File: src/rtl/dcache_arb_pkg.sv
// -----------------------------------------------------------------------------
// dcache_arb_pkg
//   Shared width helpers for the dcache response arbiter slice.
//   sel_width     : bits of source index appended to the tag (0 for 1 source)
//   idx_width     : bits needed to hold a source index (at least 1)
//   tag_out_width : merged tag width = input tag width + sel_width
// -----------------------------------------------------------------------------
package dcache_arb_pkg;

    function automatic int sel_width(input int num_inputs);
        return (num_inputs <= 1) ? 0 : $clog2(num_inputs);
    endfunction

    function automatic int idx_width(input int num_inputs);
        return (num_inputs <= 1) ? 1 : $clog2(num_inputs);
    endfunction

    function automatic int tag_out_width(input int tag_in_width, input int num_inputs);
        return tag_in_width + sel_width(num_inputs);
    endfunction

endpackage

File: src/rtl/rr_arbiter.sv
// -----------------------------------------------------------------------------
// rr_arbiter
//   Round-robin arbiter owning the rotating priority pointer rr_ptr.
//   clk, reset_n   : clock, synchronous active-low reset (rr_ptr -> 0)
//   req_i          : per-source requests
//   advance_i      : strobe, a grant was consumed this cycle
//   adv_idx_i      : index of the consumed grant; pointer moves just past it
//   grant_o        : one-hot grant (first request at or after rr_ptr)
//   grant_idx_o    : binary index of the grant
//   grant_valid_o  : some request is granted
// -----------------------------------------------------------------------------
module rr_arbiter
    import dcache_arb_pkg::*;
#(
    parameter  int NUM_INPUTS = 2,
    localparam int IDX_W      = idx_width(NUM_INPUTS)
) (
    input  logic                  clk,
    input  logic                  reset_n,
    input  logic [NUM_INPUTS-1:0] req_i,
    input  logic                  advance_i,
    input  logic [IDX_W-1:0]      adv_idx_i,
    output logic [NUM_INPUTS-1:0] grant_o,
    output logic [IDX_W-1:0]      grant_idx_o,
    output logic                  grant_valid_o
);

    logic [IDX_W-1:0] rr_ptr_q, rr_ptr_d;
    logic             found;
    int               idx;

    // NOTE: every output of a combinational block gets a default before any
    // conditional assignment, otherwise paths that skip the assignment infer latches.
    always_comb begin
        grant_o       = '0;
        grant_idx_o   = '0;
        grant_valid_o = 1'b0;
        found         = 1'b0;
        idx           = 0;
        // Scan rr_ptr, rr_ptr+1, ... with wrap; the first hit wins.
        for (int off = 0; off < NUM_INPUTS; off++) begin
            idx = int'(rr_ptr_q) + off;
            if (idx >= NUM_INPUTS) idx = idx - NUM_INPUTS;
            if (!found && req_i[IDX_W'(idx)]) begin
                found                  = 1'b1;
                grant_o[IDX_W'(idx)]   = 1'b1;
                grant_idx_o            = IDX_W'(idx);
                grant_valid_o          = 1'b1;
            end
        end
    end

    always_comb begin
        rr_ptr_d = rr_ptr_q;
        if (advance_i) begin
            rr_ptr_d = (int'(adv_idx_i) == NUM_INPUTS - 1) ? '0 : adv_idx_i + 1'b1;
        end
    end

    // NOTE: clocked state is written with non-blocking assignments so every
    // register samples pre-edge values; blocking '=' stays in combinational blocks.
    always_ff @(posedge clk) begin
        if (!reset_n) rr_ptr_q <= '0;
        else          rr_ptr_q <= rr_ptr_d;
    end

endmodule

File: src/rtl/dcache_rsp_arb.sv
// -----------------------------------------------------------------------------
// dcache_rsp_arb
//   Merges NUM_INPUTS dcache response streams into one channel, round-robin,
//   through a registered 2-entry elastic buffer (1 response/cycle sustained).
//   clk, reset_n : clock, synchronous active-low reset
//   in_valid     : per-source valid            in_ready  : per-source accept
//   in_tmask     : per-source lane masks       in_data   : per-source lane data
//   in_tag       : per-source tags
//   out_valid/out_tmask/out_data : merged response (head of buffer)
//   out_tag      : {in_tag[src], src}, source index in the LSBs
//   out_ready    : downstream accept
// -----------------------------------------------------------------------------
module dcache_rsp_arb
    import dcache_arb_pkg::*;
#(
    parameter  int NUM_INPUTS    = 2,
    parameter  int NUM_REQS      = 4,
    parameter  int WORD_SIZE     = 4,
    parameter  int TAG_IN_WIDTH  = 8,
    localparam int WORD_W        = 8 * WORD_SIZE,
    localparam int DATA_W        = NUM_REQS * WORD_W,
    localparam int SEL_W         = sel_width(NUM_INPUTS),
    localparam int IDX_W         = idx_width(NUM_INPUTS),
    localparam int TAG_OUT_WIDTH = tag_out_width(TAG_IN_WIDTH, NUM_INPUTS)
) (
    input  logic                             clk,
    input  logic                             reset_n,
    input  logic [NUM_INPUTS-1:0]            in_valid,
    input  logic [NUM_INPUTS*NUM_REQS-1:0]   in_tmask,
    input  logic [NUM_INPUTS*DATA_W-1:0]     in_data,
    input  logic [NUM_INPUTS*TAG_IN_WIDTH-1:0] in_tag,
    output logic [NUM_INPUTS-1:0]            in_ready,
    output logic                             out_valid,
    output logic [NUM_REQS-1:0]              out_tmask,
    output logic [DATA_W-1:0]                out_data,
    output logic [TAG_OUT_WIDTH-1:0]         out_tag,
    input  logic                             out_ready
);

    // Entry layout depends on this instance's parameters, so it lives here.
    typedef struct packed {
        logic [NUM_REQS-1:0]      tmask;
        logic [DATA_W-1:0]        data;
        logic [TAG_OUT_WIDTH-1:0] tag;
    } rsp_entry_t;

    logic [NUM_INPUTS-1:0] grant_oh;
    logic [IDX_W-1:0]      grant_idx;
    logic                  grant_valid;
    logic                  can_accept;
    logic                  push, pop;
    rsp_entry_t            sel_entry;

    rsp_entry_t            mem_q [2];
    logic                  head_q, tail_q;
    logic [1:0]            count_q, count_d;

    // Acceptance looks only at the registered count, never at out_ready.
    assign can_accept = (count_q != 2'd2) && reset_n;
    assign in_ready   = grant_oh & {NUM_INPUTS{can_accept}};
    assign push       = grant_valid && can_accept;
    assign pop        = out_valid && out_ready;

    rr_arbiter #(.NUM_INPUTS(NUM_INPUTS)) u_rr_arbiter (
        .clk           (clk),
        .reset_n       (reset_n),
        .req_i         (in_valid),
        .advance_i     (push),
        .adv_idx_i     (grant_idx),
        .grant_o       (grant_oh),
        .grant_idx_o   (grant_idx),
        .grant_valid_o (grant_valid)
    );

    // One-hot AND-OR mux of the granted payload; source index goes into tag LSBs
    // (shift/OR by zero when there is a single source).
    always_comb begin
        sel_entry = '0;
        for (int i = 0; i < NUM_INPUTS; i++) begin
            if (grant_oh[i]) begin
                sel_entry.tmask = in_tmask[i*NUM_REQS +: NUM_REQS];
                sel_entry.data  = in_data[i*DATA_W +: DATA_W];
                sel_entry.tag   = (TAG_OUT_WIDTH'(in_tag[i*TAG_IN_WIDTH +: TAG_IN_WIDTH]) << SEL_W)
                                | TAG_OUT_WIDTH'(i);
            end
        end
    end

    always_comb begin
        unique case ({push, pop})
            2'b10:   count_d = count_q + 2'd1;
            2'b01:   count_d = count_q - 2'd1;
            default: count_d = count_q;
        endcase
    end

    // NOTE: the two buffer entries are cleared on reset so out_* read zero
    // coming out of reset; larger storage arrays would normally be left unreset.
    always_ff @(posedge clk) begin
        if (!reset_n) begin
            count_q <= 2'd0;
            head_q  <= 1'b0;
            tail_q  <= 1'b0;
            for (int k = 0; k < 2; k++) mem_q[k] <= '0;
        end else begin
            if (push) begin
                mem_q[tail_q] <= sel_entry;
                tail_q        <= ~tail_q;
            end
            if (pop) head_q <= ~head_q;
            count_q <= count_d;
        end
    end

    assign out_valid = (count_q != 2'd0);
    assign out_tmask = mem_q[head_q].tmask;
    assign out_data  = mem_q[head_q].data;
    assign out_tag   = mem_q[head_q].tag;

    a_ready_onehot0: assert property (@(posedge clk) disable iff (!reset_n)
        $onehot0(in_ready));
    a_no_push_full: assert property (@(posedge clk) disable iff (!reset_n)
        !(push && count_q == 2'd2));
    a_out_stable: assert property (@(posedge clk) disable iff (!reset_n)
        (out_valid && !out_ready) |=> $stable({out_tmask, out_data, out_tag}));

endmodule

File: config.mk
export PLATFORM = sky130hd
export DESIGN_NAME = dcache_rsp_arb
export DESIGN_NICKNAME = d
export VERILOG_FILES = /design/src/rtl/dcache_arb_pkg.sv /design/src/rtl/rr_arbiter.sv /design/src/rtl/dcache_rsp_arb.sv
export SDC_FILE = /design/constraint.sdc
export NUM_CORES = 1
export LEC_CHECK = 0
export BUFFER_PORTS_ARGS = -buffer_cell sky130_fd_sc_hd__clkbuf_2
export CAP_MARGIN = 40
export CORE_ASPECT_RATIO = 1.2
export CORE_MARGIN = 2
export CORE_UTILIZATION = 45
export CTS_CLUSTER_DIAMETER = 80
export DETAILED_ROUTE_END_ITERATION = 10
export PLACE_DENSITY = 0.75
export SYNTH_ARGS = -nofsm -noshare
export SYNTH_HDL_FRONTEND = slang
export SYNTH_HIERARCHICAL = 1
export SYNTH_SLANG_ARGS = --single-unit
File: constraint.sdc
create_clock -name clk -period 4.81 [get_ports clk]
set_input_delay 0.2405 -clock clk [delete_from_list [all_inputs] [get_ports clk]]
set_output_delay 0.2405 -clock clk [all_outputs]
set_load 0.01 [all_outputs]
==> results.yml, run 1 <==
run_status:
  outcome: "completed"
synth:
  synth.avg_cell_area_um2: 13.7
  ys.flop_type: "edfxtp_1"
  ys_types: 34
  yosysSeqAreaShare_pct: 65.3
  yosys_warnings: 6
  syn_inst: 963
  synthArstFlopShare_pct: 0
  netlist_area_um2: 13100
  ys_ff_latch: 288
  synth_edf_count: 282
  syn-num-nets: 1249
worst_setup_path:
  critical_path_class: "reg -> out"
  worstPathRequired_ps: 4570
  cp_max_fo: 78
  endpoint_kind: "output port"
  startpoint_type: "flip-flop"
  crit_arrival_ps: 2210
power_and_ir_drop:
  fin_total_pwr_mw: 7.11
  ir_drop_mv: 0.222
  p_per_area_nw_per_um2: 431
  p_leak_nw: 6.69
global_route:
  track_usage_pct: 20.2
  grt_max_degree: 144
  antenna_found_initial: 0
  grt-ovfl-total: 0
  grt_pass1_vias: 9342
  grt_pass1_wl_um: 48800
place:
  dp_worst_setup_slack_ps: 2480
  placed_area_um2: 15600
  dp_hpwl_um: 21100
  port_buffers: 426
  place_congestion: 0.809
cells_and_area:
  antennaDiodeCount: 0
  design_area_um2: 16500
  layout.nets: 1640
  area_growth_pct: 25.5
  layout-drive-gt1-share_pct: 51.1
floorplanning:
  boundaryPins: 429
  core_area_um2: 28800
  rows: 68
  start_util_pct: 45.7
  die_h_um: 191
  die_area_um2: 30600
  die_x_um: 160
sta:
  skew_ps: 9.05
  slew_headroom_pct: 32.9
  fmax_ghz: 0.408
  fin_crit_ps: 2450
  rsz0062_at_grt: "no"
  worst_slew_pin_slew_ps: 1010
  hold_viol_final: 0
  fin_tns_setup_ps: 0
  setup_viol: 0
  post-route-period-util_pct: 51.0
  setup_slack_ps: 2360
  final_max_slew_viol_count: 0
  hold_ws_ps: 43.2
clocking:
  cts_tree: "built"
  cts_resized: 0
  htree_levels: 1
  post_cts_buffers: 0
  cts-root-buf: "clkbuf_16"
  cts.sinks: 288
  clock_latency_ps: 530
  clk_pin_slew_ps: 60
  cts_made_buffers: 29
  clockBufferDepth: 3
  cts_hold_buf: 0
detailed_routing:
  dr.pass1.iters: 4
  ant_nets: 0
  routedWlPerCell_um: 18.1
  drtIter0Drc: 439
  drc_errors: 0
  via_count: 9214
  routed_wl_um: 31900
  viasPerCell: 5.23
worst_hold_path:
  hold_class: "in -> reg"
job:
  maxCapViolations: 0
final timing paths:
kind,cells past startpoint,from,to,slack [ps]
max,3,flip-flop,out_data[73],2360
min,3,in_data[125],mem_q[1][134]$_SDFFCE_PN0P_,40
max reg2reg,6,count_q[0]$_SDFFE_PN0P_,mem_q[1][34]$_SDFFCE_PN0P_,2440
min reg2reg,2,tail_q$_SDFFE_PN0P_,tail_q$_SDFFE_PN0P_,520
layout make-up:
class | instances | area [um^2]
Tap cell | 385 | 482
Fill cell | 2410 | 12300
Clock buffer | 33 | 741
Timing Repair Buffer | 441 | 2370
Multi-Input combinational cell | 592 | 4140
Clock inverter | 20 | 161
Inverter | 2 | 7.51
Sequential cell | 288 | 8590
state kept, by name, summed over array words and instances, names as in the netlist, named ones only:
signal,count
count_q,2
head_q,1
mem_q,282
tail_q,1
u_rr_arbiter/rr_ptr_q,1
cells in the final DEF, fill, tap and decap left out, types with 5 or more instances in the layout:
cell type,instances
buf_4,7
nor2_1,213
a22oi_1,139
mux2_2,141
clkinv_2,7
clkbuf_16,29
buf_12,5
dfxtp_1,5
nor2_4,8
clkinv_1,5
nor2_2,61
edfxtp_1,282
clkbuf_2,426
synth_stat cells (3+ instances only):
| cell type | instances | area share [%] |
|---|---|---|
| a22oi_1 | 139 | 7.9 |
| buf_2 | 41 | 1.6 |
| buf_6 | 7 | 0.60 |
| clkbuf_1 | 28 | 0.80 |
| dfxtp_1 | 6 | 0.91 |
| edfxtp_1 | 282 | 64 |
| mux2_2 | 141 | 12 |
| nand2_1 | 4 | 0.11 |
| nor2_1 | 213 | 6.1 |
| nor2_2 | 61 | 2.9 |
| nor2_4 | 8 | 0.69 |
| nor2b_1 | 3 | 0.14 |
| xnor2_1 | 3 | 0.20 |
cell families (layout without fill, tap and decap cells):
| logic type | after synthesis | after routing | synth area share, % |
|---|---|---|---|
| DFF | 288 | 288 | 65.3 |
| adders and majority gates | 1 | 1 | 0.0952 |
| xor gates and xnor gates | 3 | 3 | 0.200 |
| buffers and inverters | 83 | 496 | 3.30 |
| other | 1 | 1 | 0.0285 |
| AOI/OAI and AO/OA | 145 | 145 | 8.25 |
| muxes | 141 | 141 | 12.1 |
| and+or+nand+nor | 301 | 301 | 10.7 |
per-layer routing:
metal / routed length (um) / GRT usage (%) / up-vias
met4: 899 / 6.38 / 0
met2: 16700 / 37.3 / 348
met3: 2120 / 3.84 / 57
met1: 12200 / 23.9 / 4465
met5: 0 / 0 / -
li1: - / - / 4344
worst max-delay path: stages, from the launching register on:
cell and delay [ps]:
dfxtp_4 590, buf_12 410, mux2_2 430, clkbuf_2 150
report_power, final:
group          switching [mW]  internal (mW)
Combinational           0.999          0.820
Sequential              0.102           3.05
Clock                   0.926           1.21
per-stage QoR:
stage,utilization [%],std cells
floorplan,-,963
global placement,53.9,1704
detailed placement,54.2,1708
CTS,57.4,1761
global route,57.4,1761
finish,57.4,1761
No activity file was read; power rests on OpenSTA's default activity.
==> run 2, diff against run 1 <==
==> constraint.sdc (replaced) <==
create_clock -name clk -period 2 [get_ports clk]
set_input_delay 0.1 -clock clk [delete_from_list [all_inputs] [get_ports clk]]
set_output_delay 0.1 -clock clk [all_outputs]
set_load 0.01 [all_outputs]
==> results.yml, run 2 (synthesized netlist as in run 1, its figures left out) <==
detailed_routing:
  dr.pass1.iters: 7
  ant_nets: 0
  via_count: 10277
  routedWlPerCell_um: 19.0
  drc_errors: 0
  routed_wl_um: 36400
  drtIter0Drc: 679
  viasPerCell: 5.36
clocking:
  clockBufferDepth: 3
  cts-root-buf: "clkbuf_16"
  cts_tree: "built"
  cts.sinks: 288
  clk_pin_slew_ps: 70
  htree_levels: 1
  cts_made_buffers: 28
  clock_latency_ps: 540
power_and_ir_drop:
  power_frac_comb_pct: 27.9
  p_sw_mw: 5.01
  switching_share_pct: 28.3
  seq_power_share_pct: 42.5
  p_per_area_nw_per_um2: 975
  ir_drop_mv: 0.629
  p_clk_share_pct: 29.6
  p_int_mw: 12.7
  p_leak_nw: 7.41
sta:
  hold_viol_final: 0
  setup_slack_ps: 30.5
  fin_tns_setup_ps: 0
  final_max_slew_viol_count: 0
  fin_crit_ps: 1970
  skew_ps: 14.8
  post-route-period-util_pct: 98.5
  worst_slew_pin_slew_ps: 700
  fmax_ghz: 0.508
  rsz0062_at_grt: "yes"
  slew_headroom_pct: 53.3
  hold_ws_ps: 23.8
  setup_viol: 0
cells_and_area:
  mostFrequentLayoutCell: "clkbuf_2"
  layout-drive-gt1-share_pct: 46.7
  antennaDiodeCount: 0
  multi_input_area_um2: 4160
  area_growth_pct: 38.1
  largest_reg_flops: 282
  fillers: 2103
  final_cell_mix: "clkbuf_2 (426), edfxtp_1 (282), nor2_1 (213), mux2_2 (141), dlygate4sd3_1 (140)"
  layout.nets: 1799
  register_area_um2: 8590
  reg_top3: "mem_q (282), count_q (2)"
  regMostFlops: "mem_q"
floorplanning:
  die_area_um2: 30600
  core_area_um2: 28800
  boundaryPins: 429
  die_x_um: 160
  start_util_pct: 45.7
  rows: 68
  die_h_um: 191
worst_setup_path:
  cpPeakStageDelay_ps: 430
  cp_max_fo: 28
  critical_path_class: "reg -> out"
  cpLargestDelayFamily: "buffers and inverters"
  r2r_start: "count_q[1]$_SDFFE_PN0P_"
  path_buf_inv: 2
  crit_arrival_ps: 1870
  r2r_setup_slack_ps: 120
  crit_slowest_cell: "dfxtp_4"
  startpoint_type: "flip-flop"
  worstPathRequired_ps: 1900
  endpoint_kind: "output port"
  path_cells: "bufbuf_16 > mux2_2 > clkbuf_2"
global_route:
  grt_max_degree: 144
  grt_pass1_vias: 10351
  grt_pass1_wl_um: 54500
  grt-ovfl-total: 0
  use_met3_pct: 4.19
  antenna_found_initial: 0
  grtUsageMet2_pct: 41.4
  track_usage_pct: 22.5
  met1_usage_pct: 26.1
  busiest_layer: "met2"
worst_hold_path:
  min-delay-start: "out_ready"
  hold_class: "in -> reg"
place:
  port_buffers: 426
  place_congestion: 0.752
  dp_worst_setup_slack_ps: 142
  dp_hpwl_um: 21600
run_status:
  outcome: "completed"
job:
  maxCapViolations: 0
run 2: cell count changes in the layout (fill, tap and decap cells not counted), sizes merged:
cell / delta
clkinv: -7
clkinvlp: -4
clkbuf: +9
bufinv: +1
buf: +19
inv: -1
dlygate4sd3: +140
bufbuf: +1
run 2: layer usage:
layer	up-vias	part of all wire [%]
met5	-	0
met4	0	3.9
met3	94	7.8
met2	526	52
met1	4995	36
li1	4662	-
run 2: final timing paths:
path                                        end  cells after the start
max reg2reg           mem_q[0][8]$_SDFFCE_PN0P_                      5
min reg2reg  u_rr_arbiter/rr_ptr_q$_SDFFE_PN0P_                      1
min                                   flip-flop                      4
max                                  out_tag[2]                      3
run 2: cell type report:
type / count / share of cell area (%)
tap: 385 / 2.65
clock buffer: 42 / 4.27
inverter: 2 / 0.0414
timing repair buffer: 601 / 22.1
clock inverter: 9 / 0.648
multi-input combinational: 592 / 22.9
sequential: 288 / 47.3
run 2: per-stage QoR:
stage | power [mW] | utilization [%] | cells | instance area (um^2)
CTS | 17.8 | 63.1 | 1919 | 18200
detailed placement | 12.2 | 55.0 | 1726 | 15800
floorplan | 10.4 | - | 963 | 13200
global route | 18.4 | 63.1 | 1919 | 18200
finish | 17.7 | 63.1 | 1919 | 18200
global placement | 12.1 | 55.0 | 1726 | 15800
run 2: power by group through the flow:
stage / Sequential (mW) / Clock, mW / Combinational (mW)
global route: 7.58 / 5.57 / 5.24
finish: 7.52 / 5.23 / 4.95
detailed placement: 7.67 / 0 / 4.55
global placement: 7.62 / 0 / 4.51
CTS: 7.53 / 5.31 / 4.91
floorplan: 7.57 / 0 / 2.84
run 2: repair_timing:
item	4_1_cts	5_1_grt
endpoints found under the hold margin	277	0
gates resized for setup	1	0
buffers inserted	1	0
cloned	1	0
hold buffers	140	0
setup endpoints to repair	70	30
run 2: worst min-delay path, stage by stage:
cell and delay, ps:
clkbuf_2 80, o21a_1 160, xnor2_1 90, nor2b_1 90
==> run 3, diff against run 2 <==
--- a/config.mk
+++ b/config.mk
@@ -13,6 +13,7 @@
 export CTS_CLUSTER_DIAMETER = 80
 export DETAILED_ROUTE_END_ITERATION = 10
 export PLACE_DENSITY = 0.75
+export REMOVE_ABC_BUFFERS = 1
 export SYNTH_ARGS = -nofsm -noshare
 export SYNTH_HDL_FRONTEND = slang
 export SYNTH_HIERARCHICAL = 1
==> results.yml, run 3 (synthesized netlist as in run 1, its figures left out) <==
clocking:
  cts_tree: "built"
  clock_latency_ps: 540
  cts_made_buffers: 28
  cts-root-buf: "clkbuf_16"
  post_cts_buffers: 0
  htree_levels: 1
  clockBufferDepth: 3
  clk_pin_slew_ps: 70
  cts.sinks: 288
global_route:
  grt_pass1_vias: 10083
  grt_max_degree: 144
  grt-ovfl-total: 0
  track_usage_pct: 21.9
  antenna_found_initial: 2
  grt_pass1_wl_um: 53200
worst_setup_path:
  startpoint_type: "flip-flop"
  critical_path_class: "reg -> out"
  rr_endpoint: "mem_q[0][91]$_SDFFCE_PN0P_"
  worstPathRequired_ps: 1900
  crit_arrival_ps: 1900
  r2r_start: "count_q[0]$_SDFFE_PN0P_"
  reg2reg_depth: 5
  endpoint_kind: "output port"
  cp_max_fo: 79
  r2r_setup_slack_ps: 190
sta:
  fmax_ghz: 0.501
  fin_crit_ps: 2000
  skew_ps: 12.2
  hold_viol_final: 0
  hold_ws_ps: 42.0
  setup_viol: 0
  worst_slew_pin_slew_ps: 678
  slew_headroom_pct: 54.8
  post-route-period-util_pct: 99.8
  rsz0062_at_grt: "yes"
  final_max_slew_viol_count: 0
cells_and_area:
  reg_top3: "mem_q (282), count_q (2)"
  largest_reg_flops: 282
  area_growth_pct: 38.1
  layout.nets: 1794
  final_cell_mix: "clkbuf_2 (426), edfxtp_1 (282), nor2_1 (213), dlygate4sd3_1 (140), a22oi_1 (139)"
  regMostFlops: "mem_q"
  fin_cells: 1916
  layout-drive-gt1-share_pct: 46.9
  mostFrequentLayoutCell: "clkbuf_2"
  design_area_um2: 18100
job:
  maxCapViolations: 0
detailed_routing:
  via_count: 10169
  drtIter0Drc: 773
  routed_wl_um: 35300
  drc_errors: 0
  dr.pass1.iters: 7
  viasPerCell: 5.31
  routedWlPerCell_um: 18.4
  ant_nets: 0
power_and_ir_drop:
  p_per_area_nw_per_um2: 978
  ir_drop_mv: 0.779
  p_leak_nw: 7.41
floorplanning:
  die_x_um: 160
  core_area_um2: 28800
  rows: 68
  die_h_um: 191
  boundaryPins: 429
  start_util_pct: 45.7
  die_area_um2: 30600
worst_hold_path:
  min-delay-start: "in_data[106]"
  whs_path_depth: 3
  hold_class: "in -> reg"
  hold_end: "mem_q[0][115]$_SDFFCE_PN0P_"
place:
  placedCellCount: 1723
  dp_hpwl_um: 21100
  place_congestion: 0.787
  placed_area_um2: 15800
  port_buffers: 426
run_status:
  outcome: "completed"
[run 3: worst max-delay path by stage]
stage | slack, ps | end
floorplan | -8980 | mem_q[0][0]$_SDFFCE_PN0P_
CTS | 9 | out_data[56]
global route | -50 | out_data[73]
global placement | 250 | mem_q[0][122]$_SDFFCE_PN0P_
detailed placement | 190 | mem_q[0][139]$_SDFFCE_PN0P_
finish | 4 | out_data[61]
[run 3: layout make-up]
class / instances / area, um^2
inverter: 2 / 7.51
antenna: 1 / 2.50
fill: 2104 / 10600
clock buffer: 31 / 733
sequential: 288 / 8590
tap: 385 / 482
timing repair buffer: 596 / 3970
multi-input combinational: 592 / 4150
clock inverter: 21 / 210
[run 3: repair_timing]
item                                    CTS  global route
resized for setup                         2             2
hold buffers                            140             0
endpoints found under the setup margin    6            58
endpoints found under the hold margin   278             0
[run 3: through the flow]
stage / setup slack (ps) / power (mW) / utilization (%) / setup TNS (ps)
6_report: 4.41 / 17.7 / 63.1 / 0
5_1_grt: -52.1 / 18.4 / 63.1 / -1570
4_1_cts: 8.90 / 17.8 / 63.1 / 0
3_5_place_dp: 194 / 12.2 / 54.9 / 0
3_3_place_gp: 252 / 12.1 / 54.9 / 0
2_1_floorplan: -8980 / 10.3 / - / -2876580
[run 3: critical path: stages, from the launching register on]
cell	delay (ps)
dfxtp_4	380
buf_16	330
mux2_2	390
clkbuf_2	140
[run 3: metal layers]
layer / GRT usage [%] / routed length [um] / vias up
met4: 9.15 / 1460 / 2
met5: 0 / 13 / -
met1: 25.5 / 12800 / 4937
met2: 40.2 / 18600 / 472
met3: 3.65 / 2410 / 98
li1: - / - / 4660
[run 3: where the power goes]
group          switching (mW)  internal, mW  total [mW]
sequential              0.174          7.33        7.50
combinational            2.60          2.24        4.84
clock                    2.25          3.16        5.40
total                    5.02          12.7        17.7
